### src/rtl/fractionned_divider_pkg.sv
// Shared types and helpers for the iterative restoring divider.
`default_nettype none

package frac_div_pkg;

    localparam int DEF_WIDTH = 32;
    localparam int CNT_W     = $clog2(DEF_WIDTH + 1);

    typedef enum logic [1:0] {
        IDLE   = 2'd0,
        DIVIDE = 2'd1,
        FIXUP  = 2'd2,
        DONE   = 2'd3
    } div_state_e;

    function automatic logic [DEF_WIDTH-1:0] abs_val(input logic [DEF_WIDTH-1:0] value,
                                                     input logic                 is_signed);
        return (is_signed && value[DEF_WIDTH-1]) ? (~value + 1'b1) : value;
    endfunction

endpackage

`default_nettype wire

### src/rtl/fractionned_divider_step.sv
// One combinational restoring-division step on a {remainder, quotient} shift pair.
`default_nettype none

module frac_div_step
    import frac_div_pkg::*;
#(
    parameter int WIDTH = DEF_WIDTH
) (
    input  logic [WIDTH-1:0] rem_i,
    input  logic [WIDTH-1:0] quo_i,
    input  logic [WIDTH-1:0] divisor_i,
    output logic [WIDTH-1:0] rem_o,
    output logic [WIDTH-1:0] quo_o
);

    logic [WIDTH:0]   shifted;
    logic [WIDTH-1:0] sub_low;
    logic             ge;

    // Comparison needs the extra bit; the difference always fits WIDTH bits when taken.
    assign shifted = {rem_i, quo_i[WIDTH-1]};
    assign ge      = (shifted >= {1'b0, divisor_i});
    assign sub_low = shifted[WIDTH-1:0] - divisor_i;
    assign rem_o   = ge ? sub_low : shifted[WIDTH-1:0];
    assign quo_o   = {quo_i[WIDTH-2:0], ge};

endmodule

`default_nettype wire

### src/rtl/fractionned_divider.sv
// Iterative signed/unsigned integer divider, STEPS_PER_CYCLE restoring steps per clock.
`default_nettype none

module fractionned_divider
    import frac_div_pkg::*;
#(
    parameter int WIDTH           = DEF_WIDTH,
    parameter int STEPS_PER_CYCLE = 1
) (
    input  logic             clock,
    input  logic             reset_n,
    input  logic [WIDTH-1:0] input_a,
    input  logic [WIDTH-1:0] input_b,
    input  logic             signed_a,
    input  logic             signed_b,
    input  logic             enable,
    output logic             busy,
    output logic [WIDTH-1:0] output_quotient,
    output logic [WIDTH-1:0] output_remainder,
    output logic             output_valid
);

    localparam logic [CNT_W-1:0] N_ITER  = CNT_W'(WIDTH / STEPS_PER_CYCLE);
    localparam logic [WIDTH-1:0] MIN_NEG = {1'b1, {(WIDTH-1){1'b0}}};

    div_state_e       state_q, state_d;
    logic [CNT_W-1:0] count_q;
    logic [WIDTH-1:0] rem_q, quo_q, divisor_q;
    logic [WIDTH-1:0] quotient_q, remainder_q;
    logic             neg_q_q, neg_r_q;

    logic             div_by_zero, overflow, special, neg_a, neg_b;
    logic [WIDTH-1:0] chain_rem [0:STEPS_PER_CYCLE];
    logic [WIDTH-1:0] chain_quo [0:STEPS_PER_CYCLE];

    assign div_by_zero = (input_b == '0);
    assign overflow    = signed_a && signed_b && (input_a == MIN_NEG) && (input_b == '1);
    assign special     = div_by_zero || overflow;
    assign neg_a       = signed_a && input_a[WIDTH-1];
    assign neg_b       = signed_b && input_b[WIDTH-1];

    assign chain_rem[0] = rem_q;
    assign chain_quo[0] = quo_q;

    generate
        for (genvar gi = 0; gi < STEPS_PER_CYCLE; gi++) begin : g_step
            frac_div_step #(.WIDTH(WIDTH)) u_step (
                .rem_i     (chain_rem[gi]),
                .quo_i     (chain_quo[gi]),
                .divisor_i (divisor_q),
                .rem_o     (chain_rem[gi+1]),
                .quo_o     (chain_quo[gi+1])
            );
        end
    endgenerate

    always_ff @(posedge clock or negedge reset_n) begin
        if (!reset_n) state_q <= IDLE;
        else          state_q <= state_d;
    end

    always_comb begin
        state_d = state_q;
        case (state_q)
            IDLE:    if (enable) state_d = special ? DONE : DIVIDE;
            DIVIDE:  if (count_q == CNT_W'(1)) state_d = FIXUP;
            FIXUP:   state_d = DONE;
            DONE:    state_d = IDLE;
            default: state_d = IDLE;
        endcase
    end

    always_comb begin
        busy         = (state_q == DIVIDE) || (state_q == FIXUP);
        output_valid = (state_q == DONE);
    end

    always_ff @(posedge clock or negedge reset_n) begin
        if (!reset_n) begin
            count_q     <= '0;
            rem_q       <= '0;
            quo_q       <= '0;
            divisor_q   <= '0;
            neg_q_q     <= 1'b0;
            neg_r_q     <= 1'b0;
            quotient_q  <= '0;
            remainder_q <= '0;
        end else begin
            case (state_q)
                IDLE: if (enable) begin
                    if (div_by_zero) begin
                        quotient_q  <= '1;
                        remainder_q <= input_a;
                    end else if (overflow) begin
                        quotient_q  <= input_a;
                        remainder_q <= '0;
                    end else begin
                        rem_q     <= '0;
                        quo_q     <= abs_val(input_a, signed_a);
                        divisor_q <= abs_val(input_b, signed_b);
                        neg_q_q   <= neg_a ^ neg_b;
                        neg_r_q   <= neg_a;
                        count_q   <= N_ITER;
                    end
                end
                DIVIDE: begin
                    rem_q   <= chain_rem[STEPS_PER_CYCLE];
                    quo_q   <= chain_quo[STEPS_PER_CYCLE];
                    count_q <= count_q - CNT_W'(1);
                end
                FIXUP: begin
                    quotient_q  <= neg_q_q ? (~quo_q + 1'b1) : quo_q;
                    remainder_q <= neg_r_q ? (~rem_q + 1'b1) : rem_q;
                end
                default: ;
            endcase
        end
    end

    assign output_quotient  = quotient_q;
    assign output_remainder = remainder_q;

endmodule

`default_nettype wire

### config.mk
export PLATFORM = sky130hd
export DESIGN_NAME = fractionned_divider
export DESIGN_NICKNAME = d
export VERILOG_FILES = /design/src/rtl/fractionned_divider_pkg.sv /design/src/rtl/fractionned_divider_step.sv /design/src/rtl/fractionned_divider.sv
export SDC_FILE = /design/constraint.sdc
export NUM_CORES = 1
export LEC_CHECK = 0
export ABC_AREA = 1
export CORE_MARGIN = 1.5
export CORE_UTILIZATION = 37
export CTS_CLUSTER_DIAMETER = 150
export CTS_CLUSTER_SIZE = 25
export DETAILED_ROUTE_END_ITERATION = 12
export REMOVE_ABC_BUFFERS = 1
export SLEW_MARGIN = 20
export SYNTH_ARGS = -nofsm -noshare
export SYNTH_HDL_FRONTEND = slang
export SYNTH_SLANG_ARGS = --single-unit
### constraint.sdc
create_clock -name clock -period 1.9 [get_ports clock]
set_clock_uncertainty 0.05 [all_clocks]
set_input_delay 0.19 -clock clock [delete_from_list [all_inputs] [get_ports clock]]
set_output_delay 0.19 -clock clock [all_outputs]
set_load 0.1 [all_outputs]
Word-level counts from Yosys, hierarchy flattened:

Cells that the tools add are included.

* word-level logic and storage cells: 78
* register bits after elaboration: 170
* output and inout bits: 66

* magnitude comparators: 1
* mux-type cells: 29
* reductions and logical operators: 15
* bitwise operators: 7
* equal/unequal tests: 11
* add/sub/neg operators: 6

Operator list (count)
* two-way mux 32 bit: 17
* case mux 32 bit (2 select lines): 4
* adder 32 x 1 -> 32 bit (second input constant): 4
* inverter 32 bit: 4
* == test 32 bit (second input constant): 2
* >= comparator 33 x 32 -> 1 bit: 1
* zero test 32 bit: 1
* subtractor 32 bit: 1
* two-way mux 6 bit: 3
* case mux 6 bit (2 select lines): 1
* != test 2 bit (second input constant): 4
* case mux 2 bit (4 select lines): 1
* AND reduction 4 bit: 2
* == test 6 x 1 -> 1 bit (second input constant): 1
* two-way mux 2 bit: 3
* subtractor 6 x 1 -> 6 bit (second input constant): 1
* logical AND 1 bit: 5
* == test 2 bit (second input constant): 2
* nonzero test 2 bit: 2
* != test 3 bit (second input constant): 1
* AND reduction 3 bit: 1
* == test 2 x 1 -> 1 bit (second input constant): 1
* zero test 2 bit: 1
* logical OR 1 bit: 2
* other kinds (3): 4

Longest topological paths before layout:

* depth in word-level cells: 7
* mapped depth: 18
* depth with buffers taken out: 16

Cells and area by module:

A second synthesis with hierarchy kept.

* cells, all modules: 2602
* area, all modules: 15554.9 um^2

Modules (own cells, without submodules)
* fractionned_divider: area an instance 12131.6 um^2, instances 1, seq. area each 4254.1 um^2, cells each 1918
* frac_div_step: area an instance 3423.3 um^2, instances 1, seq. area each 0.0 um^2, cells each 684

Least setup slack after synthesis:

OpenSTA, ideal clock, no wires.

* path type: register to register
* start: register rem_q[27]
* end: register rem_q[0]
* setup time: 118 ps
* arrival: 1935 ps
* period minus slack after synthesis: 2102 ps
* cell stages (with the launch flop): 13
* path slack: -202 ps
* path through: dfrtp_1 -> ha_1 -> nand2_1 -> inv_1 -> a21oi_1 -> nor2_1 -> nor2_1 -> nand2_1 -> nor2_1 -> clkbuf_1 -> nand3_1 -> nand3_1 -> nand2_1

* cells in the longest elaborated chain, start to end: 3

Ends and longest elaborated chain
* from (decl): line fractionned_divider.sv:28 `logic [WIDTH-1:0] rem_q, quo_q, divisor_q;`
* from (signal assigned): line fractionned_divider.sv:107 `rem_q <= chain_rem[STEPS_PER_CYCLE];`
* >= comparator 33 x 32 -> 1 bit: line fractionned_divider_step.sv:22 `assign ge = (shifted >= {1'b0, divisor_i});`
* two-way mux 32 bit: line fractionned_divider_step.sv:24 `assign rem_o = ge ? sub_low : shifted[WIDTH-1:0];`
* case mux 32 bit (2 select lines): line fractionned_divider.sv:89 `case (state_q)`

Every way passes these cells.
A chain may end at the register's enable or synchronous reset.

Worst setup path in the final report:

* start: register rem_q[26]
* end: register rem_q[15]

The elaborated chain is that of the path after synthesis.

==> flow_summary.yaml <==
job:
  drv_cap: 0
timing:
  hold_viol: 0
  period_share: 1.16
  setup-violations-final: 56
  tightest_slew_ns: 0.504
  holdWs_ns: 0.0778
  fmax_ghz: 0.456
  slew_headroom: 0.664
  final-max-slew-violation-count: 0
  fin_ws_ns: -0.295
  rsz0062_at_grt: "true"
  fin_tns_setup_ns: -10.43
  min_period_ns: 2.20
layout:
  areaGrowthSynthToFinish_pct: 58.5
  nets: 3132
  post-route-util: 0.597
  drive_gt1_frac: 0.387
  n_antenna_cell: 0
pwr:
  totalPowerFinal_w: 0.0316
  p_leak_nw: 12.4
  combinationalPowerShare: 0.702
  seqPwrFrac: 0.183
  p_switching_w: 0.0163
  ir_drop_uv: 1240
  internal_power_w: 0.0153
  netSwitchingFraction: 0.515
  clkPwrFrac: 0.116
  power.density_nw_per_um2: 1320
global_routing:
  antenna_found_initial: 0
  grt_pass1_vias: 17400
  overflow: 0
  grt_start_max_net_pins: 61
  grt_util_all_layers: 0.287
  grt_pass1_wl_mm: 93.4
synthesis:
  async_flop_share: 1.00
  ys_ff_latch: 170
  syn_inst: 2408
  synth_area_um2: 15000
  yosys.area.top_type_share: 0.283
  synth_edf_count: 0
  synth.area.top_cells: "dfrtp_1, nand2_1, nand3_1, inv_1, o21ai_0"
  yosys.area.top_type: "dfrtp_1"
  synthFlopType: "dfrtp_1"
  synth.avg_cell_area_um2: 6.25
  yosys_warnings: 0
  ys_seq_area_frac: 0.283
  ys_types: 48
drt:
  viasPerCell: 5.13
  ant_nets: 0
  first_pass_iters: 5
  vias: 18200
  drt_iter0_drc: 1405
  drc: 0
  wl_per_cell_um: 17.5
  postRouteWirelength_mm: 62.1
min_path:
  hp-start: "input_b[0]"
  hp-class: "in -> reg"
die:
  rows: 73
  die_w_um: 205
  die_y_um: 205
  die_area_um2: 41900
  core_area_um2: 39900
  ios: 135
  start_util: 0.377
worst_setup_path:
  required_ns: 2.25
  cp-end-kind: "register"
  critPathLaunchType: "register"
  reg2reg_slack_ns: -0.30
  critPathMaxFanout: 5
  critPathLaunch: "rem_q[26]$_DFFE_PN0P_"
  r2r_start: "rem_q[26]$_DFFE_PN0P_"
  critPathArrivalTime_ns: 2.55
  critPathKind: "reg -> reg"
place:
  hpwl_mm: 45.7
  dpl_worst_slack_ns: -0.739
  routabilityCongestion: 0.953
  io_buffers: 134
clock_network:
  cts_tree: "built"
  clkTransAtPathRegs_ns: 0.07
  cts.path.max_buffers: 2
  htreeDepth: 4
  clock_latency_ns: 0.47
  cts_sinks: 170
  root_buffer: "clkbuf_16"
  cts_buffers: 17
status:
  status: "finished, violations left"
  violations: "setup timing"
[routing by layer]
layer	wire [um]	GRT usage
met1	28800	0.396
met2	28300	0.464
met3	3480	0.0355
met4	1450	0.0935
met5	0	0
[stage by stage]
stage	instance area, um^2	instances
detailed placement	20300	3465
CTS	22400	3530
floorplan	14500	2320
global placement	20300	3465
global route	23800	3556
finish	23800	3556
[path summary, 6_finish.rpt]
check / to / depth (start not counted)
setup / recovery: rem_q[15]$_DFFE_PN0P_ / 13
hold / removal: divisor_q[0]$_DFFE_PN0P_ / 4
setup reg to reg: rem_q[15]$_DFFE_PN0P_ / 13
hold reg to reg: quo_q[27]$_DFFE_PN0P_ / 2
max in group asynchronous: divisor_q[6]$_DFFE_PN0P_ / 3
min in group asynchronous: output_quotient[10]$_DFFE_PN0P_ / 2
[placed cells by master (no fill, tap or decap), drive strengths merged, types with 2 or more instances in the layout]
cell	netlist	routed
xor2	38	38
nor4	2	2
dlymetal6s2s	0	14
buf	51	604
nand4	30	30
o31ai	10	10
o21bai	4	4
or2	4	4
nor3	21	21
and2	8	8
clkbuf	37	28
nand3b	7	7
o211ai	9	9
clkinv	1	6
nand3	291	291
clkdlybuf4s50	0	34
inv	310	315
o2111ai	2	2
a21oi	66	66
o21ai	185	185
and3	3	3
nand2	863	863
xnor2	22	22
dfrtp	170	170
dlygate4sd2	0	17
ha	44	44
nor2	212	212
o22ai	9	9
clkinvlp	0	2
[kinds of logic after synthesis]
| group | share of synthesized area |
|---|---|
| and+or+nand+nor | 0.425 |
| buffers and inverters | 0.113 |
| AOI/OAI and AO/OA | 0.107 |
| DFF | 0.283 |
| xor gates and xnor gates | 0.0349 |
| adders and majority gates | 0.0379 |
[cells in the mapped netlist, types with 2 or more instances]
cell and number:
nand2_1 857, inv_1 301, nand3_1 228, nor2_1 194, dfrtp_1 170, o21ai_0 157
a21oi_1 66, nand3_2 60, ha_1 44, xor2_1 38, clkbuf_1 37, nand4_1 30
xnor2_1 22, nor3_1 21, buf_6 19, buf_2 17, o21ai_1 16, nor2_2 12
o21ai_2 12, o31ai_1 10, buf_4 9, inv_2 9, o211ai_1 9, o22ai_1 9
and2_1 8, nand3b_1 7, buf_1 6, nand2_2 5, nor2_4 5, or2_2 4
and3_1 3, nand3_4 3, o21bai_1 3, nor4_1 2, o2111ai_1 2
[layout make-up]
class / count / area [um^2]
Clock buffer: 19 / 443
Clock inverter: 13 / 134
Fill cell: 3649 / 16100
Inverter: 311 / 1200
Multi-Input combinational cell: 1839 / 11200
Sequential cell: 170 / 4270
Tap cell: 525 / 657
Timing Repair Buffer: 679 / 5980
[flip-flops by register name, summed over array words and instances (netlist names)]
| register | flops |
|---|---|
| output_quotient | 32 |
| state_q | 2 |
| quo_q | 32 |
| neg_q_q | 1 |
| rem_q | 32 |
| neg_r_q | 1 |
| output_remainder | 32 |
| divisor_q | 32 |
| count_q | 6 |
[power by group through the flow]
stage	sequential (W)	clock [W]	combinational, W
3_5_place_dp	0.00569	0	0.0184
2_1_floorplan	0.00826	0	0.00770
4_1_cts	0.00568	0.00368	0.0200
5_1_grt	0.00590	0.00382	0.0236
6_report	0.00576	0.00366	0.0221
3_3_place_gp	0.00567	0	0.0182
[worst max-delay path: stages (launching register included)]
cell       delay, ns
dfrtp_1         0.43
ha_4            0.30
buf_4           0.13
nand2_2         0.08
nor2_4          0.16
nand4_1         0.14
nor2_2          0.17
nor2_4          0.08
nand2_8         0.13
clkinv_8        0.09
clkbuf_16       0.17
nand2_2         0.06
nand3_2         0.07
nand2_1         0.07
[timing repair]
item                                   CTS  global route
hold buffers                             1             0
setup endpoints to repair              166           168
pin swaps                               59           151
gates cloned                             6             8
endpoints found under the hold margin   45             0
gates resized for setup                306           343
buffers inserted                        28            28
(Power assumes the default switching activity.)
